### src/rtl/ascon_perm_arbiter_if.sv
// Requester handshake and round-datapath signals of the Ascon permutation arbiter.
// slave: arbiter side; master: requesters plus round datapath.
interface ascon_perm_arbiter_if;
    logic         req_a;
    logic         req_b;
    logic [3:0]   nr_a;
    logic [3:0]   nr_b;
    logic [319:0] sa;
    logic [319:0] sb;
    logic         gnt_a;
    logic         gnt_b;
    logic         done_a;
    logic         done_b;
    logic [319:0] result;
    logic         busy;
    logic [1:0]   rcmode;
    logic [3:0]   constti;
    logic [63:0]  Xi0, Xi1, Xi2, Xi3, Xi4;
    logic [63:0]  Xo0, Xo1, Xo2, Xo3, Xo4;

    modport slave (
        input  req_a, req_b, nr_a, nr_b, sa, sb, Xo0, Xo1, Xo2, Xo3, Xo4,
        output gnt_a, gnt_b, done_a, done_b, result, busy, rcmode, constti,
               Xi0, Xi1, Xi2, Xi3, Xi4
    );

    modport master (
        output req_a, req_b, nr_a, nr_b, sa, sb, Xo0, Xo1, Xo2, Xo3, Xo4,
        input  gnt_a, gnt_b, done_a, done_b, result, busy, rcmode, constti,
               Xi0, Xi1, Xi2, Xi3, Xi4
    );
endinterface

### src/rtl/ascon_perm_arbiter.sv
// Two-requester arbiter sequencing an external one-round Ascon datapath for nr rounds.
// Define ASCON_ARB_FIXED_PRIO_EN for fixed A-priority instead of round-robin.
//
// state | meaning
// IDLE  | waiting; grants a request and issues the first round in the same cycle
// RUN   | feeding datapath output back, one round per cycle
// DONE  | result valid, done pulse to owner, datapath idle
module ascon_perm_arbiter (
    input logic                  clk,
    input logic                  nRST,
    ascon_perm_arbiter_if.slave  bus
);
    typedef enum logic [1:0] {IDLE, RUN, DONE} state_t;

    state_t     state, state_nxt;
    logic       owner, owner_nxt;      // 0: A, 1: B
    logic [3:0] ctr, ctr_nxt;          // round index issued in the current RUN cycle
    logic       any_req;
    logic       win_b;
    logic [3:0] nr_raw;
    logic [3:0] nr_eff;
    logic [3:0] ct0;

`ifndef ASCON_ARB_FIXED_PRIO_EN
    logic       last_b;
`endif

    always_comb begin
        any_req = bus.req_a | bus.req_b;
`ifdef ASCON_ARB_FIXED_PRIO_EN
        win_b   = ~bus.req_a;
`else
        win_b   = bus.req_b & (~bus.req_a | ~last_b);
`endif
        nr_raw  = win_b ? bus.nr_b : bus.nr_a;
        nr_eff  = (nr_raw == 4'd0 || nr_raw > 4'd12) ? 4'd12 : nr_raw;
        ct0     = 4'd12 - nr_eff;
    end

    always_comb begin
        state_nxt   = state;
        owner_nxt   = owner;
        ctr_nxt     = ctr;
        bus.gnt_a   = 1'b0;
        bus.gnt_b   = 1'b0;
        bus.done_a  = 1'b0;
        bus.done_b  = 1'b0;
        bus.busy    = 1'b0;
        bus.rcmode  = 2'b00;
        bus.constti = 4'd0;
        bus.result  = '0;
        {bus.Xi0, bus.Xi1, bus.Xi2, bus.Xi3, bus.Xi4} = 320'd0;
        case (state)
            IDLE: begin
                if (any_req) begin
                    bus.gnt_a   = ~win_b;
                    bus.gnt_b   = win_b;
                    bus.busy    = 1'b1;
                    bus.rcmode  = 2'b01;
                    bus.constti = ct0;
                    {bus.Xi0, bus.Xi1, bus.Xi2, bus.Xi3, bus.Xi4} = win_b ? bus.sb : bus.sa;
                    owner_nxt   = win_b;
                    if (ct0 == 4'd11) begin
                        state_nxt = DONE;
                        ctr_nxt   = 4'd0;
                    end else begin
                        state_nxt = RUN;
                        ctr_nxt   = ct0 + 4'd1;
                    end
                end
            end
            RUN: begin
                bus.busy    = 1'b1;
                bus.rcmode  = 2'b01;
                bus.constti = ctr;
                bus.Xi0     = bus.Xo0;
                bus.Xi1     = bus.Xo1;
                bus.Xi2     = bus.Xo2;
                bus.Xi3     = bus.Xo3;
                bus.Xi4     = bus.Xo4;
                if (ctr == 4'd11) begin
                    state_nxt = DONE;
                    ctr_nxt   = 4'd0;
                end else begin
                    ctr_nxt   = ctr + 4'd1;
                end
            end
            DONE: begin
                bus.busy    = 1'b1;
                bus.done_a  = ~owner;
                bus.done_b  = owner;
                bus.result  = {bus.Xo0, bus.Xo1, bus.Xo2, bus.Xo3, bus.Xo4};
                state_nxt   = IDLE;
            end
            default: state_nxt = IDLE;
        endcase
        // outputs are combinational, so reset must mask them directly
        if (!nRST) begin
            bus.gnt_a   = 1'b0;
            bus.gnt_b   = 1'b0;
            bus.done_a  = 1'b0;
            bus.done_b  = 1'b0;
            bus.busy    = 1'b0;
            bus.rcmode  = 2'b00;
            bus.constti = 4'd0;
            bus.result  = '0;
            {bus.Xi0, bus.Xi1, bus.Xi2, bus.Xi3, bus.Xi4} = 320'd0;
        end
    end

    always_ff @(posedge clk or negedge nRST) begin
        if (!nRST) begin
            state <= IDLE;
            owner <= 1'b0;
            ctr   <= 4'd0;
        end else begin
            state <= state_nxt;
            owner <= owner_nxt;
            ctr   <= ctr_nxt;
        end
    end

`ifndef ASCON_ARB_FIXED_PRIO_EN
    always_ff @(posedge clk or negedge nRST) begin
        if (!nRST)
            last_b <= 1'b1;
        else if (state == IDLE && any_req)
            last_b <= win_b;
    end
`endif
endmodule

### src/flat_wrapper.sv
// flat-port wrapper written by rule: the top's interface ports become plain ports
module ascon_perm_arbiter_flat 
  (clk, nRST, bus_req_a, bus_req_b, bus_nr_a, bus_nr_b, bus_sa, bus_sb, bus_Xo0, bus_Xo1, bus_Xo2, bus_Xo3, bus_Xo4, bus_gnt_a, bus_gnt_b, bus_done_a, bus_done_b, bus_result, bus_busy, bus_rcmode, bus_constti, bus_Xi0, bus_Xi1, bus_Xi2, bus_Xi3, bus_Xi4);
  ascon_perm_arbiter_if bus_i ();
  input logic clk;
  input logic nRST;
  input wire logic [$bits(bus_i.req_a)-1:0] bus_req_a;
  input wire logic [$bits(bus_i.req_b)-1:0] bus_req_b;
  input wire logic [$bits(bus_i.nr_a)-1:0] bus_nr_a;
  input wire logic [$bits(bus_i.nr_b)-1:0] bus_nr_b;
  input wire logic [$bits(bus_i.sa)-1:0] bus_sa;
  input wire logic [$bits(bus_i.sb)-1:0] bus_sb;
  input wire logic [$bits(bus_i.Xo0)-1:0] bus_Xo0;
  input wire logic [$bits(bus_i.Xo1)-1:0] bus_Xo1;
  input wire logic [$bits(bus_i.Xo2)-1:0] bus_Xo2;
  input wire logic [$bits(bus_i.Xo3)-1:0] bus_Xo3;
  input wire logic [$bits(bus_i.Xo4)-1:0] bus_Xo4;
  output wire logic [$bits(bus_i.gnt_a)-1:0] bus_gnt_a;
  output wire logic [$bits(bus_i.gnt_b)-1:0] bus_gnt_b;
  output wire logic [$bits(bus_i.done_a)-1:0] bus_done_a;
  output wire logic [$bits(bus_i.done_b)-1:0] bus_done_b;
  output wire logic [$bits(bus_i.result)-1:0] bus_result;
  output wire logic [$bits(bus_i.busy)-1:0] bus_busy;
  output wire logic [$bits(bus_i.rcmode)-1:0] bus_rcmode;
  output wire logic [$bits(bus_i.constti)-1:0] bus_constti;
  output wire logic [$bits(bus_i.Xi0)-1:0] bus_Xi0;
  output wire logic [$bits(bus_i.Xi1)-1:0] bus_Xi1;
  output wire logic [$bits(bus_i.Xi2)-1:0] bus_Xi2;
  output wire logic [$bits(bus_i.Xi3)-1:0] bus_Xi3;
  output wire logic [$bits(bus_i.Xi4)-1:0] bus_Xi4;
  assign bus_i.req_a = bus_req_a;
  assign bus_i.req_b = bus_req_b;
  assign bus_i.nr_a = bus_nr_a;
  assign bus_i.nr_b = bus_nr_b;
  assign bus_i.sa = bus_sa;
  assign bus_i.sb = bus_sb;
  assign bus_i.Xo0 = bus_Xo0;
  assign bus_i.Xo1 = bus_Xo1;
  assign bus_i.Xo2 = bus_Xo2;
  assign bus_i.Xo3 = bus_Xo3;
  assign bus_i.Xo4 = bus_Xo4;
  assign bus_gnt_a = bus_i.gnt_a;
  assign bus_gnt_b = bus_i.gnt_b;
  assign bus_done_a = bus_i.done_a;
  assign bus_done_b = bus_i.done_b;
  assign bus_result = bus_i.result;
  assign bus_busy = bus_i.busy;
  assign bus_rcmode = bus_i.rcmode;
  assign bus_constti = bus_i.constti;
  assign bus_Xi0 = bus_i.Xi0;
  assign bus_Xi1 = bus_i.Xi1;
  assign bus_Xi2 = bus_i.Xi2;
  assign bus_Xi3 = bus_i.Xi3;
  assign bus_Xi4 = bus_i.Xi4;
  ascon_perm_arbiter u_core (.clk(clk), .nRST(nRST), .bus(bus_i));
endmodule
### config.mk
export PLATFORM = sky130hd
export DESIGN_NAME = ascon_perm_arbiter_flat
export DESIGN_NICKNAME = d
export VERILOG_FILES = /design/src/rtl/ascon_perm_arbiter_if.sv /design/src/rtl/ascon_perm_arbiter.sv /design/src/flat_wrapper.sv
export SDC_FILE = /design/constraint.sdc
export NUM_CORES = 1
export LEC_CHECK = 0
export CAP_MARGIN = 20
export CORE_AREA = 2 2 627 629
export DETAILED_ROUTE_END_ITERATION = 6
export DIE_AREA = 0 0 629 631
export PLACE_DENSITY = 0.3
export SETUP_SLACK_MARGIN = 0.4
export SYNTH_ARGS = -nofsm -noshare
export SYNTH_HDL_FRONTEND = slang
export SYNTH_SLANG_ARGS = --single-unit
### constraint.sdc
create_clock -name clk -period 4 [get_ports clk]
set_input_delay 0.8 -clock clk [delete_from_list [all_inputs] [get_ports clk]]
set_output_delay 0.8 -clock clk [all_outputs]
set_load 0.02 [all_outputs]
Yosys cells after proc, flatten, opt, wreduce, memory -nomap -nowiden:

Index checks and enable logic that the tools add are counted.

* bits in writable memories: 0
* bits in latches: 0
* input bits: 972
* output and inout bits: 651
* bits in read-only memories: 0
* word-level logic and storage cells: 77
* memories kept: 0
* bits in registers: 8

* add/sub/neg operators: 3
* multiplexer cells: 47
* equal/unequal tests: 6
* bitwise gates (word level): 7
* multiply operators: 0
* shift-type cells: 0
* $lt $le $gt $ge: 1
* reductions and logical operators: 9
* div/mod/pow operators: 0

Operator list (count)
* $mux W320: 3
* $mux W64: 10
* $pmux W64 S2: 5
* $mux W4: 7
* $pmux W4 S2: 2
* $mux W1: 13
* $add A4 B1 Y4 const B: 2
* $eq A4 B4 Y1 const B: 2
* $mux W2: 4
* $pmux W2 S2: 2
* $reduce_and A2 Y1: 3
* $gt A4 B4 Y1 const B: 1
* $logic_not A4 Y1: 1
* $ne A2 B1 Y1 const B: 2
* $not A1 Y1: 4
* $sub A4 B4 Y4 const A: 1
* $eq A2 B1 Y1 const B: 1
* $eq A2 B2 Y1 const B: 1
* $logic_not A2 Y1: 1
* $or A1 B1 Y1: 2
* $pmux W1 S2: 1
* $reduce_bool A2 Y1: 1
* $reduce_or A2 Y1: 1
* $and A1 B1 Y1: 1
* 2 further kinds: 2

Logic depth before layout (Yosys ltp):

* word-level depth: 12
* depth in mapped cells: 12

Least setup slack after synthesis:

Ideal clock, no wire load.

* path type: input -> output
* start: input port bus_req_b
* end: output port bus_constti[2]
* data arrival time: 2.299 ns
* slack: 0.901 ns
* data required time: 3.200 ns
* stages: 10
* path through: a21bo_1 buf_6 buf_6 nand3_1 nand2_1 inv_1 ha_1 nor3_1 o21ai_0 a21oi_1

* cells in the longest elaborated chain, start to end: 9
* elaborated cells on any way between the ends: 11

Ends and longest elaborated chain
* from (decl): line flat_wrapper.sv:8 `input wire logic [$bits(bus_i.req_b)-1:0] bus_req_b;`
* $and A1 B1 Y1: line ascon_perm_arbiter.sv:33 `win_b = bus.req_b & (~bus.req_a | ~last_b);`
* $mux W4: line ascon_perm_arbiter.sv:35 `nr_raw = win_b ? bus.nr_b : bus.nr_a;`
* $gt A4 B4 Y1 or $logic_not A4 Y1 (tied branches): line ascon_perm_arbiter.sv:36 `nr_eff = (nr_raw == 4'd0 || nr_raw > 4'd12) ? 4'd12 : nr_raw;`
* $logic_or A1 B1 Y1: line ascon_perm_arbiter.sv:36
* $mux W4: line ascon_perm_arbiter.sv:36
* $sub A4 B4 Y4: line ascon_perm_arbiter.sv:37 `ct0 = 4'd12 - nr_eff;`
* $mux W4 (*): line ascon_perm_arbiter.sv:55 `if (any_req) begin`
* $pmux W4 S2 (*): line ascon_perm_arbiter.sv:53 `case (state)`
* $mux W4 (*): line ascon_perm_arbiter.sv:98 `if (!nRST) begin`
* to (decl): line flat_wrapper.sv:25 `output wire logic [$bits(bus_i.constti)-1:0] bus_constti;`

Mark *: on every way between the ends. The rest lies on a longest branch, timed or not.

Worst setup path after layout:

* start: input port bus_req_b
* end: output port bus_Xi1[48]

* cells in the longest elaborated chain, start to end: 5
* elaborated cells on any way between the ends: 6

Ends and longest elaborated chain
* $and A1 B1 Y1: line ascon_perm_arbiter.sv:33
* $mux W320: line ascon_perm_arbiter.sv:61 `{bus.Xi0, bus.Xi1, bus.Xi2, bus.Xi3, bus.Xi4} = win_b ? bus.sb : bus.sa;`
* $mux W64 (*): line ascon_perm_arbiter.sv:55
* $pmux W64 S2 (*): line ascon_perm_arbiter.sv:53
* $mux W64 (*): line ascon_perm_arbiter.sv:98
* to (decl): line flat_wrapper.sv:27 `output wire logic [$bits(bus_i.Xi1)-1:0] bus_Xi1;`

Marks and branches as above.

==> reports/results.ini <==
[status]
outcome = completed

[setup_path]
cp-start-kind = input port
crit_type = input port to output port
critPathRequiredTime_ns = 3.20
path_buf_inv = 6
critPathArrivalTime_ns = 2.82
path_max_fanout = 26
cpMaxStageDelayCell = a21oi_1
endpoint_kind = output port
crit_chain = buf_6, a21bo_4, buf_8, buf_12, buf_12, buf_12, nand2_1, a21oi_1, a21oi_1, nor2_1, buf_4
crit_path_frequent_cell = buf_12
critPathTopFamily = buffers and inverters
max_stage_delay_ns = 0.48

[timing]
slew_violations = 0
setup_viol = 0
period_minus_slack_ns = 3.62
max_freq_mhz = 276
hold_violations = 0
hold_slack_ns = 0.567
slew-limit-headroom_pct = 45.1
fin_crit_sh_pct = 90.5
fin_skew_ns = 0.00641
worstMarginPinSlew_ns = 0.824
rsz0062_at_grt = true

[final_layout]
final_cells = 9413
final_cell_area_sq_um = 40400
drive_gt1_share_pct = 25.2
area_growth_pct = 263
fillerInstances = 45983
nNetsFinal = 5098

[clock_tree]
cts_tree = yes
cts.reportedPaths.clkPinSlew_ns = 0.05
clk_path_buf_depth = 2
clock_latency_ns = 0.26
cts.sinks = 8
numCtsBuffers = 3
cts_hold_buf = 0
htree_levels = 1
cts-root-buf = clkbuf_16

[hold_path]
hp-class = flip-flop to flip-flop

[logic_synthesis]
synthArstFlopShare_pct = 100
ys_seq_area_share_pct = 1.81
yosysUniqueCellTypes = 54
synth_top_area_cell = a21oi_1
ys_ff_latch = 8
synthCells = 2293
synth_edf_count = 0
synth_common_cells = nand2_1, a21oi_1, nor2_1
syn-cell-area_sq_um = 11100
yosys.cell_count.top_type = nand2_1
syn-mean-instance-area_sq_um = 4.85
yosys_warnings = 0
synthTopCellsByArea = a21oi_1, nand2_1, and3_1
syn-num-nets = 3272
synth_top_area_share_pct = 29.0
ys.flop_type = dfrtp_1

[route]
vias_per_cell = 2.83
ant_nets = 0
vias = 26610
drcViolationCount = 0
dr.pass1.iters = 5
routedWlPerCell_um = 37.4
dr.first_iter.drc_count = 2116
wl_um = 352000

[grt]
grt_use_total_pct = 16.9
grt_max_degree = 109
grt_pass1_vias = 26412
antenna_found_initial = 276
overflow = 0
grt_first_pass_wirelength_um = 411000

[placed_design]
placed_area_sq_um = 38200
dp_cells = 9273
hpwl_um = 321000
port_buffers = 1621
routabilityCongestion = 0.900

[floorplan]
ios = 1623
die_area_sq_um = 397000
die_height_um = 631
start_util_pct = 2.84
die_width_um = 629
rows = 230
fp.coreArea_sq_um = 391000

[power]
p_leak_uw = 0.0160
pwr_density_cell_nw_per_um2 = 446
vdd_drop_max_v = 0.000246

[run]
maxCapViolCount = 0

==> metal layers <==
metal  wire length [um]  part of all wire [%]  track usage [%]  vias up
met5                898                  0.25                0        -
met4               9550                   2.7             3.21      134
met3              41500                    12             8.61      480
met2             169000                    48             29.4     1704
met1             131000                    37             18.3    12826
li1                   -                     -                -    11466
==> state kept, by name, summed over array words and instances, names as in the netlist <==
register / flops
u_core.ctr: 4
u_core.state: 2
u_core.owner: 1
u_core.last_b: 1
==> metrics by stage <==
step / utilization [%] / worst slack (ns) / setup TNS (ns) / power (uW)
global route: 10.3 / 0.326 / 0 / 19000
detailed placement: 9.76 / -0.521 / -27.55 / 17200
floorplan: - / 0.901 / 0 / 5800
CTS: 10.1 / 0.255 / 0 / 18200
global placement: 9.76 / -0.526 / -25.75 / 17300
finish: 10.3 / 0.380 / 0 / 18000
==> logic make-up (layout without fill, tap and decap cells) <==
logic type / count (synthesis) / in the layout / synth area share, %
muxes: 6 / 6 / 0.574
buffers and inverters: 262 / 2087 / 12.2
and+or+nand+nor: 1325 / 1325 / 52.4
AOI/OAI and AO/OA: 679 / 679 / 31.7
other: 1 / 76 / 0.0337
xor gates and xnor gates: 5 / 5 / 0.518
DFF: 8 / 8 / 1.81
adders and majority gates: 7 / 7 / 0.788
==> layout make-up <==
cell class,count,area [sq um],area share [%]
clock buffers,4,78.8,0.195
multi-input cells,2023,10500,26.0
inverters,6,22.5,0.0558
well taps,5220,6530,16.2
repair buffers,2077,22800,56.6
flip-flops and latches,8,203,0.502
diodes,75,188,0.465
==> worst paths after layout <==
check / start / slack (ns) / cells after the start / endpoint
min in group asynchronous: nRST / 0.70 / 2 / u_core.owner$_DFFE_PN0P_
max reg2reg: u_core.last_b$_DFFE_PN1P_ / 0.82 / 12 / u_core.ctr[3]$_DFFE_PN0P_
min reg2reg: u_core.owner$_DFFE_PN0P_ / 0.57 / 1 / u_core.owner$_DFFE_PN0P_
max in group asynchronous: nRST / 2.60 / 3 / u_core.last_b$_DFFE_PN1P_
min: u_core.owner$_DFFE_PN0P_ / 0.57 / 1 / u_core.owner$_DFFE_PN0P_
max: bus_req_b / 0.38 / 11 / bus_Xi1[48]
==> worst reg2reg max path, delay by kind of cell, from the launching register on <==
family	cells	cell delay (ns)
simple gates	1	0.17
flops	1	0.62
fa+ha+maj	1	0.30
buf+inv	5	0.82
compound gates	5	1.16
==> timing repair <==
item,in CTS,in global routing
endpoints found under the setup margin,321,130
resized for setup,371,124
setup buffers,19,26
gates cloned,14,2
pin swaps,27,28
==> cell usage in the layout (no fill, tap or decap), types with 4 or more instances in the layout <==
master           Yosys  final
nor2_1             333    284
dlygate4sd2_1        0    104
buf_16               0     14
buf_12               1    286
buf_4                3    461
diode_2              0     75
nand2_4              0      4
clkdlybuf4s50_1      0   1130
dlymetal6s2s_1       0     11
a21oi_4              0     32
inv_1                6      5
nand2_2              1     25
clkdlybuf4s15_2      0      6
nor2_2               1     46
bufbuf_16            0      7
and3_1             324    324
buf_8                7      9
buf_2               60      6
a21oi_2              2     74
a21oi_1            644    540
clkbuf_16            0      5
nand2_1            651    622
buf_6               26     30
nor2_4               0      4
clkbuf_2             0      9
nand3_1              6      6
dfrtp_1              7      6
==> power by group <==
part	internal [uW]	total [uW]	switching (uW)
sequential	127	192	65.0
clock	135	203	67.3
combinational	6910	17600	10700
Power figures use the tool's default switching activity.
